### config.mk
export PLATFORM = sky130hd
export DESIGN_NAME = ram_to_vga
export DESIGN_NICKNAME = d
export VERILOG_FILES = /design/src/rtl/ram_to_vga.sv
export SDC_FILE = /design/constraint.sdc
export NUM_CORES = 1
export LEC_CHECK = 0
export ABC_AREA = 0
export BUFFER_PORTS_ARGS = -buffer_cell sky130_fd_sc_hd__buf_2
export CORE_ASPECT_RATIO = 0.6
export CORE_MARGIN = 4
export CORE_UTILIZATION = 50
export DETAILED_ROUTE_END_ITERATION = 8
export GPL_TIMING_DRIVEN = 0
export PLACE_DENSITY = 0.81
export SYNTH_ARGS = -nofsm -noshare
export SYNTH_HDL_FRONTEND = slang
export SYNTH_SLANG_ARGS = --single-unit
### constraint.sdc
create_clock -name clk -period 13.6 [get_ports clk]
set_clock_uncertainty 0.2 [all_clocks]
set_input_delay 2.72 -clock clk [delete_from_list [all_inputs] [get_ports clk]]
set_output_delay 2.72 -clock clk [all_outputs]
set_load 0.01 [all_outputs]
### src/rtl/ram_to_vga.sv
// ---------------------------------------------------------------------------
// ram_to_vga
// Read side of the frame buffer. Generates VGA timing (640x480@60 by
// default), fetches pixels of a centered run-time-sized image from the frame
// RAM read port and drives an 8-bit grey pixel bus, black outside the image.
//
// Optional feature macro: BORDER_EN
//   When defined, a one-pixel white (8'hFF) ring is drawn just outside the
//   image window, clipped to the visible area, regardless of frame_valid.
//
// Ports:
//   clk          pixel clock, rising edge
//   reset        asynchronous active-high reset
//   img_w/img_h  image size (latched once per frame, clamped to 1..VIS)
//   frame_valid  frame buffer holds a complete image (latched once per frame)
//   ram_rdaddr   frame RAM read address (registered, holds when idle)
//   ram_rden     read enable for in-window fetches (registered)
//   ram_rddata   frame RAM data, valid RD_LAT cycles after ram_rdaddr
//   pixel        grey pixel out
//   blank        high outside the visible area
//   hsync/vsync  active-low syncs
//   frame_start  one-cycle pulse with the first visible pixel of a frame
// pixel/blank/hsync/vsync/frame_start lag the counters by RD_LAT+1 cycles.
// ---------------------------------------------------------------------------
module ram_to_vga #(
    parameter int H_VIS  = 640,
    parameter int H_FP   = 16,
    parameter int H_SYNC = 96,
    parameter int H_BP   = 48,
    parameter int V_VIS  = 480,
    parameter int V_FP   = 10,
    parameter int V_SYNC = 2,
    parameter int V_BP   = 33,
    parameter int RD_LAT = 1
) (
    input  logic        clk,
    input  logic        reset,
    input  logic [9:0]  img_w,
    input  logic [9:0]  img_h,
    input  logic        frame_valid,
    output logic [18:0] ram_rdaddr,
    output logic        ram_rden,
    input  logic [7:0]  ram_rddata,
    output logic [7:0]  pixel,
    output logic        blank,
    output logic        hsync,
    output logic        vsync,
    output logic        frame_start
);

    localparam int H_TOT = H_VIS + H_FP + H_SYNC + H_BP;
    localparam int V_TOT = V_VIS + V_FP + V_SYNC + V_BP;
    localparam logic [9:0]  H_LAST   = 10'(H_TOT - 1);
    localparam logic [9:0]  V_LAST   = 10'(V_TOT - 1);
    localparam logic [10:0] H_VIS_W  = 11'(H_VIS);
    localparam logic [10:0] V_VIS_W  = 11'(V_VIS);
    localparam logic [10:0] HS_START = 11'(H_VIS + H_FP);
    localparam logic [10:0] HS_END   = 11'(H_VIS + H_FP + H_SYNC);
    localparam logic [10:0] VS_START = 11'(V_VIS + V_FP);
    localparam logic [10:0] VS_END   = 11'(V_VIS + V_FP + V_SYNC);

    // Per-pixel control that travels alongside the RAM read latency.
    typedef struct packed {
        logic blank;
        logic hsync;
        logic vsync;
        logic fs;
        logic use_ram;
`ifdef BORDER_EN
        logic border;
`endif
    } ctl_t;

    localparam ctl_t CTL_RST = '{blank: 1'b1, hsync: 1'b1, vsync: 1'b1, default: 1'b0};

    // Clamp a latched dimension into 1..max.
    function automatic logic [9:0] clamp_dim(input logic [9:0] v, input logic [9:0] max);
        logic [9:0] r;
        if (v == 10'd0) begin
            r = 10'd1;
        end else if (v > max) begin
            r = max;
        end else begin
            r = v;
        end
        return r;
    endfunction

    logic [9:0]  h_cnt_q, h_cnt_d, v_cnt_q, v_cnt_d;
    logic [9:0]  wl_q, wl_d, hl_q, hl_d;
    logic        fv_q, fv_d;
    logic [18:0] addr_q, addr_d;
    logic [18:0] rdaddr_q, rdaddr_d;
    logic        rden_q;
    logic [10:0] hx_s, vy_s, x0_s, y0_s, x_end_s, y_end_s;
    logic        in_win_s, vis_s, fetch_s, frame_end_s;
    ctl_t        ctl_s;
    ctl_t        pipe_q [RD_LAT];
    logic [7:0]  pixel_q, pixel_d;
    logic        blank_q, hsync_q, vsync_q, fs_q;

    // Window geometry and per-position decode from the current counters.
    always_comb begin
        hx_s        = {1'b0, h_cnt_q};
        vy_s        = {1'b0, v_cnt_q};
        x0_s        = (H_VIS_W - {1'b0, wl_q}) >> 1;
        y0_s        = (V_VIS_W - {1'b0, hl_q}) >> 1;
        x_end_s     = x0_s + {1'b0, wl_q};
        y_end_s     = y0_s + {1'b0, hl_q};
        in_win_s    = (hx_s >= x0_s) && (hx_s < x_end_s) && (vy_s >= y0_s) && (vy_s < y_end_s);
        vis_s       = (hx_s < H_VIS_W) && (vy_s < V_VIS_W);
        fetch_s     = in_win_s && fv_q;
        frame_end_s = (h_cnt_q == H_LAST) && (v_cnt_q == V_LAST);

        ctl_s         = CTL_RST;
        ctl_s.blank   = ~vis_s;
        ctl_s.hsync   = ~((hx_s >= HS_START) && (hx_s < HS_END));
        ctl_s.vsync   = ~((vy_s >= VS_START) && (vy_s < VS_END));
        ctl_s.fs      = (h_cnt_q == 10'd0) && (v_cnt_q == 10'd0);
        ctl_s.use_ram = fetch_s;
`ifdef BORDER_EN
        // Ring = the window grown by one pixel on each side, minus the window.
        // Comparing hx+1 >= x0 avoids underflow when x0 is 0.
        ctl_s.border  = vis_s && !in_win_s
                        && (hx_s + 11'd1 >= x0_s) && (hx_s <= x_end_s)
                        && (vy_s + 11'd1 >= y0_s) && (vy_s <= y_end_s);
`endif
    end

    // Next-state for counters, frame latch and incremental address.
    always_comb begin
        h_cnt_d  = h_cnt_q;
        v_cnt_d  = v_cnt_q;
        wl_d     = wl_q;
        hl_d     = hl_q;
        fv_d     = fv_q;
        addr_d   = addr_q;
        rdaddr_d = rdaddr_q;
        if (h_cnt_q == H_LAST) begin
            h_cnt_d = 10'd0;
            if (v_cnt_q == V_LAST) begin
                v_cnt_d = 10'd0;
            end else begin
                v_cnt_d = v_cnt_q + 10'd1;
            end
        end else begin
            h_cnt_d = h_cnt_q + 10'd1;
        end
        if (frame_end_s) begin
            wl_d   = clamp_dim(img_w, 10'(H_VIS));
            hl_d   = clamp_dim(img_h, 10'(V_VIS));
            fv_d   = frame_valid;
            addr_d = 19'd0;
        end else if (fetch_s) begin
            addr_d = addr_q + 19'd1;
        end else begin
            addr_d = addr_q;
        end
        if (fetch_s) begin
            rdaddr_d = addr_q;
        end else begin
            rdaddr_d = rdaddr_q;
        end
    end

    // Timing counters, latched frame geometry and read address state.
    always_ff @(posedge clk or posedge reset) begin
        if (reset) begin
            h_cnt_q  <= 10'd0;
            v_cnt_q  <= 10'd0;
            wl_q     <= 10'd1;
            hl_q     <= 10'd1;
            fv_q     <= 1'b0;
            addr_q   <= 19'd0;
            rdaddr_q <= 19'd0;
            rden_q   <= 1'b0;
        end else begin
            h_cnt_q  <= h_cnt_d;
            v_cnt_q  <= v_cnt_d;
            wl_q     <= wl_d;
            hl_q     <= hl_d;
            fv_q     <= fv_d;
            addr_q   <= addr_d;
            rdaddr_q <= rdaddr_d;
            rden_q   <= fetch_s;
        end
    end

    // Pixel source select at the point where ram_rddata belongs to this pixel.
    always_comb begin
        pixel_d = 8'h00;
        if (pipe_q[RD_LAT-1].use_ram) begin
            pixel_d = ram_rddata;
        end
`ifdef BORDER_EN
        else if (pipe_q[RD_LAT-1].border) begin
            pixel_d = 8'hFF;
        end
`endif
        else begin
            pixel_d = 8'h00;
        end
    end

    // Control delay line (RD_LAT stages) followed by the output register.
    always_ff @(posedge clk or posedge reset) begin
        if (reset) begin
            for (int i = 0; i < RD_LAT; i++) begin
                pipe_q[i] <= CTL_RST;
            end
            pixel_q <= 8'h00;
            blank_q <= 1'b1;
            hsync_q <= 1'b1;
            vsync_q <= 1'b1;
            fs_q    <= 1'b0;
        end else begin
            pipe_q[0] <= ctl_s;
            for (int i = 1; i < RD_LAT; i++) begin
                pipe_q[i] <= pipe_q[i-1];
            end
            pixel_q <= pixel_d;
            blank_q <= pipe_q[RD_LAT-1].blank;
            hsync_q <= pipe_q[RD_LAT-1].hsync;
            vsync_q <= pipe_q[RD_LAT-1].vsync;
            fs_q    <= pipe_q[RD_LAT-1].fs;
        end
    end

    assign ram_rdaddr  = rdaddr_q;
    assign ram_rden    = rden_q;
    assign pixel       = pixel_q;
    assign blank       = blank_q;
    assign hsync       = hsync_q;
    assign vsync       = vsync_q;
    assign frame_start = fs_q;

endmodule

# ---- Word level (Yosys, flattened, before mapping)
# Index checks and enable logic that the tools add are counted.
dict set report classes {
  eq_ne 2
  muxes 9
  n_reduce_logical 14
  addsub 7
  n_bitwise 3
  magnitude_cmp 12
}
# cell count
set op_table {}
lappend op_table {{2-to-1 mux 10 bit} 6}
lappend op_table {{logical NOT 10 bit} 4}
lappend op_table {{2-to-1 mux 19 bit} 2}
lappend op_table {{adder 10 x 10 -> 11 bit} 2}
lappend op_table {{< comparator 10 x 11 -> 1 bit} 2}
lappend op_table {{adder 10 x 1 -> 10 bit (second input constant)} 2}
lappend op_table {{equality test 10 bit (second input constant)} 2}
lappend op_table {{>= comparator 10 bit} 2}
lappend op_table {{< comparator 10 bit (second input constant)} 2}
lappend op_table {{< comparator 10 x 9 -> 1 bit (second input constant)} 2}
lappend op_table {{adder 19 x 1 -> 19 bit (second input constant)} 1}
lappend op_table {{subtractor 10 x 10 -> 11 bit (first input constant)} 1}
lappend op_table {{subtractor 9 x 10 -> 11 bit (first input constant)} 1}
lappend op_table {{>= comparator 10 bit (second input constant)} 1}
lappend op_table {{>= comparator 10 x 9 -> 1 bit (second input constant)} 1}
lappend op_table {{> comparator 10 bit (second input constant)} 1}
lappend op_table {{> comparator 10 x 9 -> 1 bit (second input constant)} 1}
lappend op_table {{logical AND 1 bit} 9}
lappend op_table {{2-to-1 mux 8 bit} 1}
lappend op_table {{NOT 1 bit} 3}
lappend op_table {{nonzero test 2 bit} 1}
dict set report totals {
  regBits 96
}

# ---- Logic depth before layout (Yosys ltp)
# Gate-level depths: netlist of run 1.
dict set report depth {
  word_depth 9
  ltp_mapped 21
}

# ---- Least setup slack after synthesis of run 1
# No wires, ideal clock.
dict set report synth_path {
  kind {register to register}
  startpoint {reg wl_q[0]}
  endpoint {reg addr_q[7]}
  setup_ps 78
  synth_period_minus_slack_ps 4354
  slack_ps 9246
  arrival_ps 4076
  stages_incl_launch_ff 19
  required_time_ps 13322
  cell_sequence {dfstp_2 > inv_1 > ha_1 > xnor2_1 > fa_1 > a2111oi_2 > a2111oi_4 > o21ai_0 > nand2b_1 > a21oi_1 > xor2_1 > ha_1 > a21o_1 > a21oi_1 > o21a_1 > o21ai_2 > buf_6 > or4_1 > a21oi_1}
}
dict set report synth_via {
  elab_chain_cells 8
  elab_cells_between_ends 9
}
# element line_no
set synth_lines {}
lappend synth_lines {{from (decl)} 90} ;# logic [9:0] wl_q, wl_d, hl_q, hl_d;
lappend synth_lines {{from (signal assigned)} 180} ;# wl_q <= wl_d;
lappend synth_lines {{subtractor 10 x 10 -> 11 bit} 106} ;# x0_s = (H_VIS_W - {1'b0, wl_q}) >> 1;
lappend synth_lines {{adder 10 x 10 -> 11 bit} 108} ;# x_end_s = x0_s + {1'b0, wl_q};
lappend synth_lines {{< comparator 10 x 11 -> 1 bit} 110} ;# in_win_s = (hx_s >= x0_s) && (hx_s < x_end_s) && (vy_s >= y0_s) && (vy_s < y_end_s);
lappend synth_lines {{logical AND 1 bit (*) (3 in a row)} 110}
lappend synth_lines {{logical AND 1 bit (*)} 112} ;# fetch_s = in_win_s && fv_q;
lappend synth_lines {{nonzero test 2 bit (no line) (*)} -}
lappend synth_lines {{to (signal assigned)} 183} ;# addr_q <= addr_d;
lappend synth_lines {{to (decl)} 92} ;# logic [18:0] addr_q, addr_d;
# Every way passes the cells marked *; elsewhere a longest branch is shown, timed or not.
# A chain may end at the register's enable or synchronous reset.

# ---- Worst setup path in the final report of run 1
dict set report layout_path {
  startpoint {reg hl_q[0]}
  endpoint {reg addr_q[1]}
}
dict set report layout_via {
  elab_chain_cells 6
  elab_cells_between_ends 8
}
# element line_no
set layout_lines {}
lappend layout_lines {{from (decl)} 90}
lappend layout_lines {{from (signal assigned)} 181} ;# hl_q <= hl_d;
lappend layout_lines {{subtractor 9 x 10 -> 11 bit} 107} ;# y0_s = (V_VIS_W - {1'b0, hl_q}) >> 1;
lappend layout_lines {{adder 10 x 10 -> 11 bit or >= comparator 10 bit (tied branches)} {109, 110}}
lappend layout_lines {{< comparator 10 x 11 -> 1 bit or logical AND 1 bit (tied branches)} 110}
lappend layout_lines {{logical AND 1 bit (*)} 110}
lappend layout_lines {{logical AND 1 bit (*)} 112}
lappend layout_lines {{nonzero test 2 bit (no line) (*)} -}
# Marks and branches as above.

==> run_results.csv, run 1 <==
group,metric,value,unit
status,status,"finished clean",
critical_path,endpoint_kind,"flop",
global_routing,grt_use_total,21.80,%
synthesis,ys_types,62,
drt,wl,15580,µm
job,max_cap_viol_count,0,
drt,drtPass1Iterations,5,
sta,maxSlewHeadroom,52.48,%
critical_path,crit_slowest_cell,"dfstp_2",
drt,viasPerCell,5.861,
clock_tree,clk_latency,0.35,ns
die,ios,63,
synthesis,synth_area_per_cell,9.435,µm²
synthesis,synth_compound_area_share,14.61,%
sta,fmax,198.5,MHz
drt,wl_per_cell,17.23,µm
critical_path,path_max_fanout,10,
synthesis,synth_top_area_share,35.36,%
cells_and_area,area.sequential,0.002412,mm²
critical_path,timing.rr.start,"hl_q[0]",
synthesis,ys_top_cells_by_area,"dfrtp_1 35%, ha_1 13%, nand2_1 4.2%, a21oi_1 3.5%, dfstp_2 3.4%",
min_path,min_from,"pipe_q[3]",
global_routing,antenna_found_initial,0,
cells_and_area,post-route-util,58.53,%
cells_and_area,fillerInstances,1036,
synthesis,synthAdderAreaFrac,13.30,%
critical_path,cp.buffers_inverters,3,
die,die_x,152.1,µm
sta,finalMaxSlewViolations,0,
place,placed_cell_area,0.006774,mm²
synthesis,yosys.area.top_type,"dfrtp_1",
min_path,hold_depth,0,
critical_path,ff2ff_path_depth,20,
die,rows,31,
synthesis,synthFlopType,"dfrtp_1",
clock_tree,cts_max_path_buffers,2,
die,start_util,51.46,%
cells_and_area,finalNetCount,830,
cells_and_area,fin_area,0.007083,mm²
synthesis,synth-xor-area-share,6.048,%
cells_and_area,multi_input_area,0.003575,mm²
critical_path,slowest_delay,0.57,ns
drt,vias,5298,
critical_path,critPathTopFamily,"compound AO/OA/AOI/OAI gates",
clock_tree,cts_tree,"yes",
sta,min_period,5.037,ns
critical_path,cp.arrival,5.10,ns
power_and_ir_drop,ir_worst_vdd,0.05502,mV
global_routing,grt_pass1_vias,5180,
critical_path,r2r_end,"addr_q[1]",
place,place.gp.congestion,0.9077,
power_and_ir_drop,cellPowerDensity,81.54,mW/mm²
synthesis,ys_warn_count,0,
sta,setup_viol,0,
min_path,whs_endpoint,"hsync",
synthesis,async_reset_ff_share,100.0,%
synthesis,synthSimpleGateAreaFrac,19.69,%
synthesis,ys_seq_elements,96,
clock_tree,numCtsBuffers,9,
clock_tree,path_clk_slew,0.07,ns
sta,rsz0062_at_grt,"no",
global_routing,gr-total-overflow,0,
synthesis,synth_mux_area_share,3.757,%
critical_path,cp.required,13.67,ns
clock_tree,hold_buffers,0,
die,dieArea,0.01436,mm²
clock_tree,cts_sinks,96,
synthesis,synth-edff-count,0,
place,port_buffers,62,
place,hpwlAfterDp,11880,µm
clock_tree,clockRootBuffer,"clkbuf_16",
clock_tree,cts_setup_buffers,0,
synthesis,synth_top_family_by_area,"simple AND/OR/NAND/NOR gates",
clock_tree,cts-resized-gates,0,
synthesis,synth_nets,756,
global_routing,grt_max_degree,65,
synthesis,synth_cells,660,
cells_and_area,diodes,0,
drt,drcViolationCount,0,
drt,final_antenna_net_count,0,
synthesis,yosysSeqAreaShare,38.74,%
die,chipHeight,94.45,µm
clock_tree,h-tree-depth,3,
critical_path,path_cells,"inv_1 -> ha_1 -> nor4b_2 -> nor2b_1 -> nand3_1 -> xor2_1 -> ha_1 -> o21ai_0 -> a32o_1 -> xor2_1 -> ha_1 -> o21ai_0 -> nor3_1 -> o31ai_1 -> o211ai_1 -> o211a_1 -> buf_2 -> clkbuf_1 -> o21ai_0 -> a21oi_1",
die,core,0.01210,mm²
power_and_ir_drop,leakage,3.469,nW
sta,tns,0,ns
cells_and_area,drive_gt1_share,16.37,%
sta,hold_viol,0,
synthesis,netlist_area,0.006227,mm²
critical_path,r2r_slack,8.56,ns
min_path,min_path_type,"reg -> reg",
cells_and_area,syn2layout_area_growth,13.74,%
sta,finalCritPeriodShare,37.04,%
critical_path,critPathLaunchType,"flop",
critical_path,critPathKind,"reg -> reg",
drt,drtIter0Drc,480,
sta,tightest_slew,0.7096,ns
global_routing,grt_pass1_wl,25470,µm
[Yosys cell counts (2+ instances only)]
library cell  number
dfrtp_1           88
nand2_1           70
ha_1              63
a21oi_1           43
inv_1             40
o21ai_0           38
nor2_1            34
nand3_1           28
xor2_1            23
xnor2_1           20
and2_1            16
o31ai_1           15
mux2_2            14
nand2b_1          13
nor3_1            13
or4_1             13
nor2b_1           10
and3_1             8
clkbuf_1           8
dfstp_2            8
nor4_1             8
a211oi_1           7
nand4_1            7
buf_2              6
mux2_1             5
o21a_1             5
o211a_1            4
o211ai_1           4
or3_1              4
a21o_1             3
and4_1             3
nor4b_1            3
a22o_1             2
buf_6              2
fa_1               2
inv_2              2
mux2i_1            2
o22ai_1            2
[routing by layer]
layer | up-vias | GRT usage, % | part of all wire, %
met1 | 2525 | 30.74 | 47
met2 | 215 | 34.12 | 44
li1 | 2524 | - | -
met4 | 0 | 5.385 | 1.9
met5 | - | 0 | 0
met3 | 34 | 5.311 | 7.5
[worst max path at each step]
stage,start,endpoint,slack [ns],cells after the start
2_1_floorplan,reset,addr_q[0],8.19,1
3_3_place_gp,reset,wl_q[2],7.20,2
3_5_place_dp,wl_q[0],addr_q[10],8.70,17
4_1_cts,hl_q[1],addr_q[1],8.60,19
5_1_grt,hl_q[1],addr_q[1],8.21,19
6_report,hl_q[0],addr_q[1],8.56,20
[power by group]
group / switching, mW / internal, mW / leakage (nW)
Combinational: 0.0161 / 0.00989 / 2.10
Clock: 0.111 / 0.153 / 0.153
Sequential: 0.000868 / 0.286 / 1.21
Total: 0.128 / 0.449 / 3.47
[final cells by class]
| class | instances | area share [%] |
|---|---|---|
| flip-flops and latches | 96 | 34.06 |
| multi-input cells | 506 | 50.47 |
| clock buffers | 12 | 3.621 |
| plain buffers | 16 | 1.166 |
| well taps | 165 | 2.915 |
| repair buffers | 63 | 4.769 |
| clock inverters | 4 | 0.7419 |
| inverters | 42 | 2.261 |
[stage by stage]
stage          hold slack, ns  power (mW)  cells  setup WS (ns)
3_5_place_dp           0.1472      0.3185    888          8.695
6_report               0.1553      0.5775    904          8.563
4_1_cts                0.1567      0.5800    904          8.604
5_1_grt                0.1589      0.5960    904          8.209
3_3_place_gp           0.1409      0.3155    887          7.201
2_1_floorplan          0.1312      0.3070    660          8.188
[logic make-up (layout without fill, tap and decap cells)]
kind of cell	Yosys count	count (layout)
mux	21	21
xor+xnor	43	43
simple gates	237	237
compound gates	140	140
buf+inv	58	137
flops	96	96
fa+ha+maj	65	65
[sequential cells by signal (all words and copies together) (netlist names)]
signal       cells
h_cnt_q         10
pipe_q           5
vsync            1
hl_q            10
frame_start      1
blank            1
wl_q            10
addr_q          19
ram_rdaddr      19
pixel            8
v_cnt_q         10
fv_q             1
hsync            1
[cells in the final DEF (no fill, tap or decap), drive strengths merged, types with 2 or more instances in the layout]
cell,count
nand2,70
o31ai,15
or3,4
a2111oi,3
clkinv,3
o21a,5
o22ai,2
nor2,34
nor4,9
o211a,4
nand3,28
clkbuf,20
mux2i,2
dfrtp,88
mux2,19
and2,17
buf,71
nand2b,13
xnor2,20
nor3,13
a21oi,43
or4,13
fa,2
xor2,23
and4,3
nor4b,4
o211ai,4
inv,42
a21o,3
a22o,2
ha,63
nor2b,10
a32o,2
a211oi,7
o21ai,40
and3,8
dfstp,8
nand4,7
(Power assumes the default switching activity.)
==> run 2, diff against run 1 <==
--- a/config.mk
+++ b/config.mk
@@ -12,7 +12,7 @@
 export CORE_UTILIZATION = 50
 export DETAILED_ROUTE_END_ITERATION = 8
 export GPL_TIMING_DRIVEN = 0
-export PLACE_DENSITY = 0.81
+export PLACE_DENSITY = 0.84
 export SYNTH_ARGS = -nofsm -noshare
 export SYNTH_HDL_FRONTEND = slang
 export SYNTH_SLANG_ARGS = --single-unit
==> constraint.sdc (replaced) <==
create_clock -name clk -period 4.4 [get_ports clk]
set_clock_uncertainty 0.2 [all_clocks]
set_input_delay 0.88 -clock clk [delete_from_list [all_inputs] [get_ports clk]]
set_output_delay 0.88 -clock clk [all_outputs]
set_load 0.01 [all_outputs]
==> run 2 against run 1 <==
  * The flow now finishes with violations (negative setup slack)
  * Fmax rose by 9.6%
  * Die area unchanged
  * Utilization rose by 6.9 points
  * Clock power increased to 3.2 times the previous value
  * Count of clock-buffer cells in the layout rose by 1
  * Cell count grew 5.5%
  * Via count rose by 12%
  * Global-route usage down 0.51 points
  * Sequential share of layout area fell by 3.6 points
  * Sequential power rose to 3.1 times the previous value
==> run_results.csv, run 2 (same netlist as run 1, synthesis figures left out) <==
group,metric,value,unit
die,ios,63,
status,failed_checks,"negative setup slack",
critical_path,endpoint_kind,"flop",
global_routing,grt_pass1_vias,5020,
power_and_ir_drop,finalPower,1.816,mW
place,port_buffers,62,
clock_tree,cts_max_path_buffers,2,
clock_tree,path_clk_slew,0.07,ns
critical_path,cp.buffers_inverters,2,
critical_path,critPathLaunchType,"flop",
sta,maxSlewHeadroom,51.44,%
die,start_util,51.46,%
clock_tree,h-tree-depth,3,
critical_path,path_cells,"inv_2 -> ha_4 -> nand2_4 -> or3_4 -> xor2_2 -> ha_1 -> buf_4 -> nand3_1 -> nand2_1 -> a41oi_1 -> a21oi_1 -> xnor2_1 -> ha_1 -> a21oi_2 -> o21a_2 -> o211ai_1 -> or4_1 -> a21oi_1",
clock_tree,numCtsBuffers,9,
cells_and_area,final_cells,954,
cells_and_area,final_cell_mix,"85 x dfrtp_1, 68 x nand2_1, 65 x buf_2",
global_routing,antenna_found_initial,0,
drt,vias,5923,
sta,finalCritPeriodShare,104.4,%
min_path,min_path_type,"reg -> reg",
cells_and_area,fin_area,0.007920,mm²
clock_tree,clk_latency,0.35,ns
cells_and_area,final_common_cell,"dfrtp_1",
sta,finalMaxSlewViolations,0,
clock_tree,cts_sinks,96,
sta,fmax,217.7,MHz
power_and_ir_drop,leakage,3.843,nW
cells_and_area,syn2layout_area_growth,27.19,%
cells_and_area,finalNetCount,879,
global_routing,grt_max_degree,74,
critical_path,critPathTopFamily,"compound AO/OA/AOI/OAI gates",
power_and_ir_drop,ir_worst_vdd,0.2118,mV
critical_path,cp.arrival,4.65,ns
drt,viasPerCell,6.209,
global_routing,gr-total-overflow,0,
die,core,0.01210,mm²
clock_tree,hold_buffers,0,
global_routing,grt_use_total,21.29,%
die,die_x,152.1,µm
drt,wl_per_cell,19.71,µm
clock_tree,clockRootBuffer,"clkbuf_16",
place,placed_cell_area,0.006774,mm²
critical_path,path_max_fanout,6,
sta,tightest_slew,0.7284,ns
die,rows,31,
drt,drtIter0Drc,757,
critical_path,critPathKind,"reg -> reg",
place,hpwlAfterDp,10760,µm
die,chipHeight,94.45,µm
sta,rsz0062_at_grt,"yes",
drt,final_antenna_net_count,0,
die,dieArea,0.01436,mm²
job,max_cap_viol_count,0,
sta,setup_viol,35,
critical_path,crit_slowest_cell,"or4_1",
sta,fin_ws,-0.1941,ns
global_routing,grt_pass1_wl,25070,µm
cells_and_area,drive_gt1_share,30.20,%
critical_path,slowest_delay,0.53,ns
place,place_inst,888,
critical_path,cp.required,4.46,ns
cells_and_area,fillerInstances,860,
status,status,"finished, violations left",
sta,min_period,4.594,ns
drt,wl,18800,µm
cells_and_area,post-route-util,65.45,%
sta,hold_viol,0,
drt,drtPass1Iterations,5,
place,place.gp.congestion,0.8467,
clock_tree,cts_tree,"yes",
power_and_ir_drop,cellPowerDensity,229.3,mW/mm²
drt,drcViolationCount,0,
## run 2: cell types whose count changed in the layout (fill, tap and decap cells not counted), sizes merged
cell / delta
diode: +1
clkinv: -2
bufinv: +1
buf: +50
## run 2: layer usage
| layer | global-route usage (%) | share of wire [%] |
|---|---|---|
| met3 | 4.441 | 8.4 |
| met2 | 31.72 | 45 |
| met5 | 0 | 0 |
| met4 | 4.562 | 3.7 |
| met1 | 32.02 | 43 |
## run 2: power by group
part / internal, mW / total [mW] / switching (mW)
Combinational: 0.0382 / 0.0902 / 0.0520
Clock: 0.501 / 0.836 / 0.336
Sequential: 0.885 / 0.889 / 0.00427
## run 2: final timing paths
path | from | to | slack [ns] | cells after the start
setup reg to reg | wl_q[1] | addr_q[16] | -0.19 | 18
hold / removal | pipe_q[4] | blank | 0.16 | 0
max in group asynchronous | reset | wl_q[0] | 3.01 | 3
setup / recovery | wl_q[1] | addr_q[16] | -0.19 | 18
hold reg to reg | pipe_q[4] | blank | 0.16 | 0
min in group asynchronous | reset | pixel[0] | 0.30 | 2
## run 2: cell type report
| class | count | area [µm²] | area share, % |
|---|---|---|---|
| Inverter | 42 | 160.2 | 2.022 |
| Clock buffer | 13 | 240.2 | 3.033 |
| Antenna cell | 1 | 2.502 | 0.03160 |
| Multi-Input combinational cell | 506 | 3978 | 50.22 |
| Tap cell | 165 | 206.4 | 2.607 |
| Clock inverter | 3 | 68.82 | 0.8689 |
| Buffer | 16 | 128.9 | 1.627 |
| Sequential cell | 96 | 2416 | 30.51 |
| Timing Repair Buffer | 112 | 719.4 | 9.084 |
## run 2: stage by stage
step | hold slack, ns | setup TNS (ns) | setup slack, ns
after floorplan | 0.1312 | 0 | 0.04635
after global routing | 0.1579 | -7.703 | -0.3292
after detailed placement | 0.1380 | -11.72 | -0.3897
final | 0.1555 | -2.461 | -0.1941
after CTS | 0.1561 | -0.007894 | -0.007894
after global placement | 0.1353 | -31.58 | -0.3828
## run 2: repair_timing
item	4_1_cts	5_1_grt
gates cloned	1	3
pin swaps	22	43
endpoints found under the setup margin	39	39
setup buffers	23	22
resized for setup	39	78
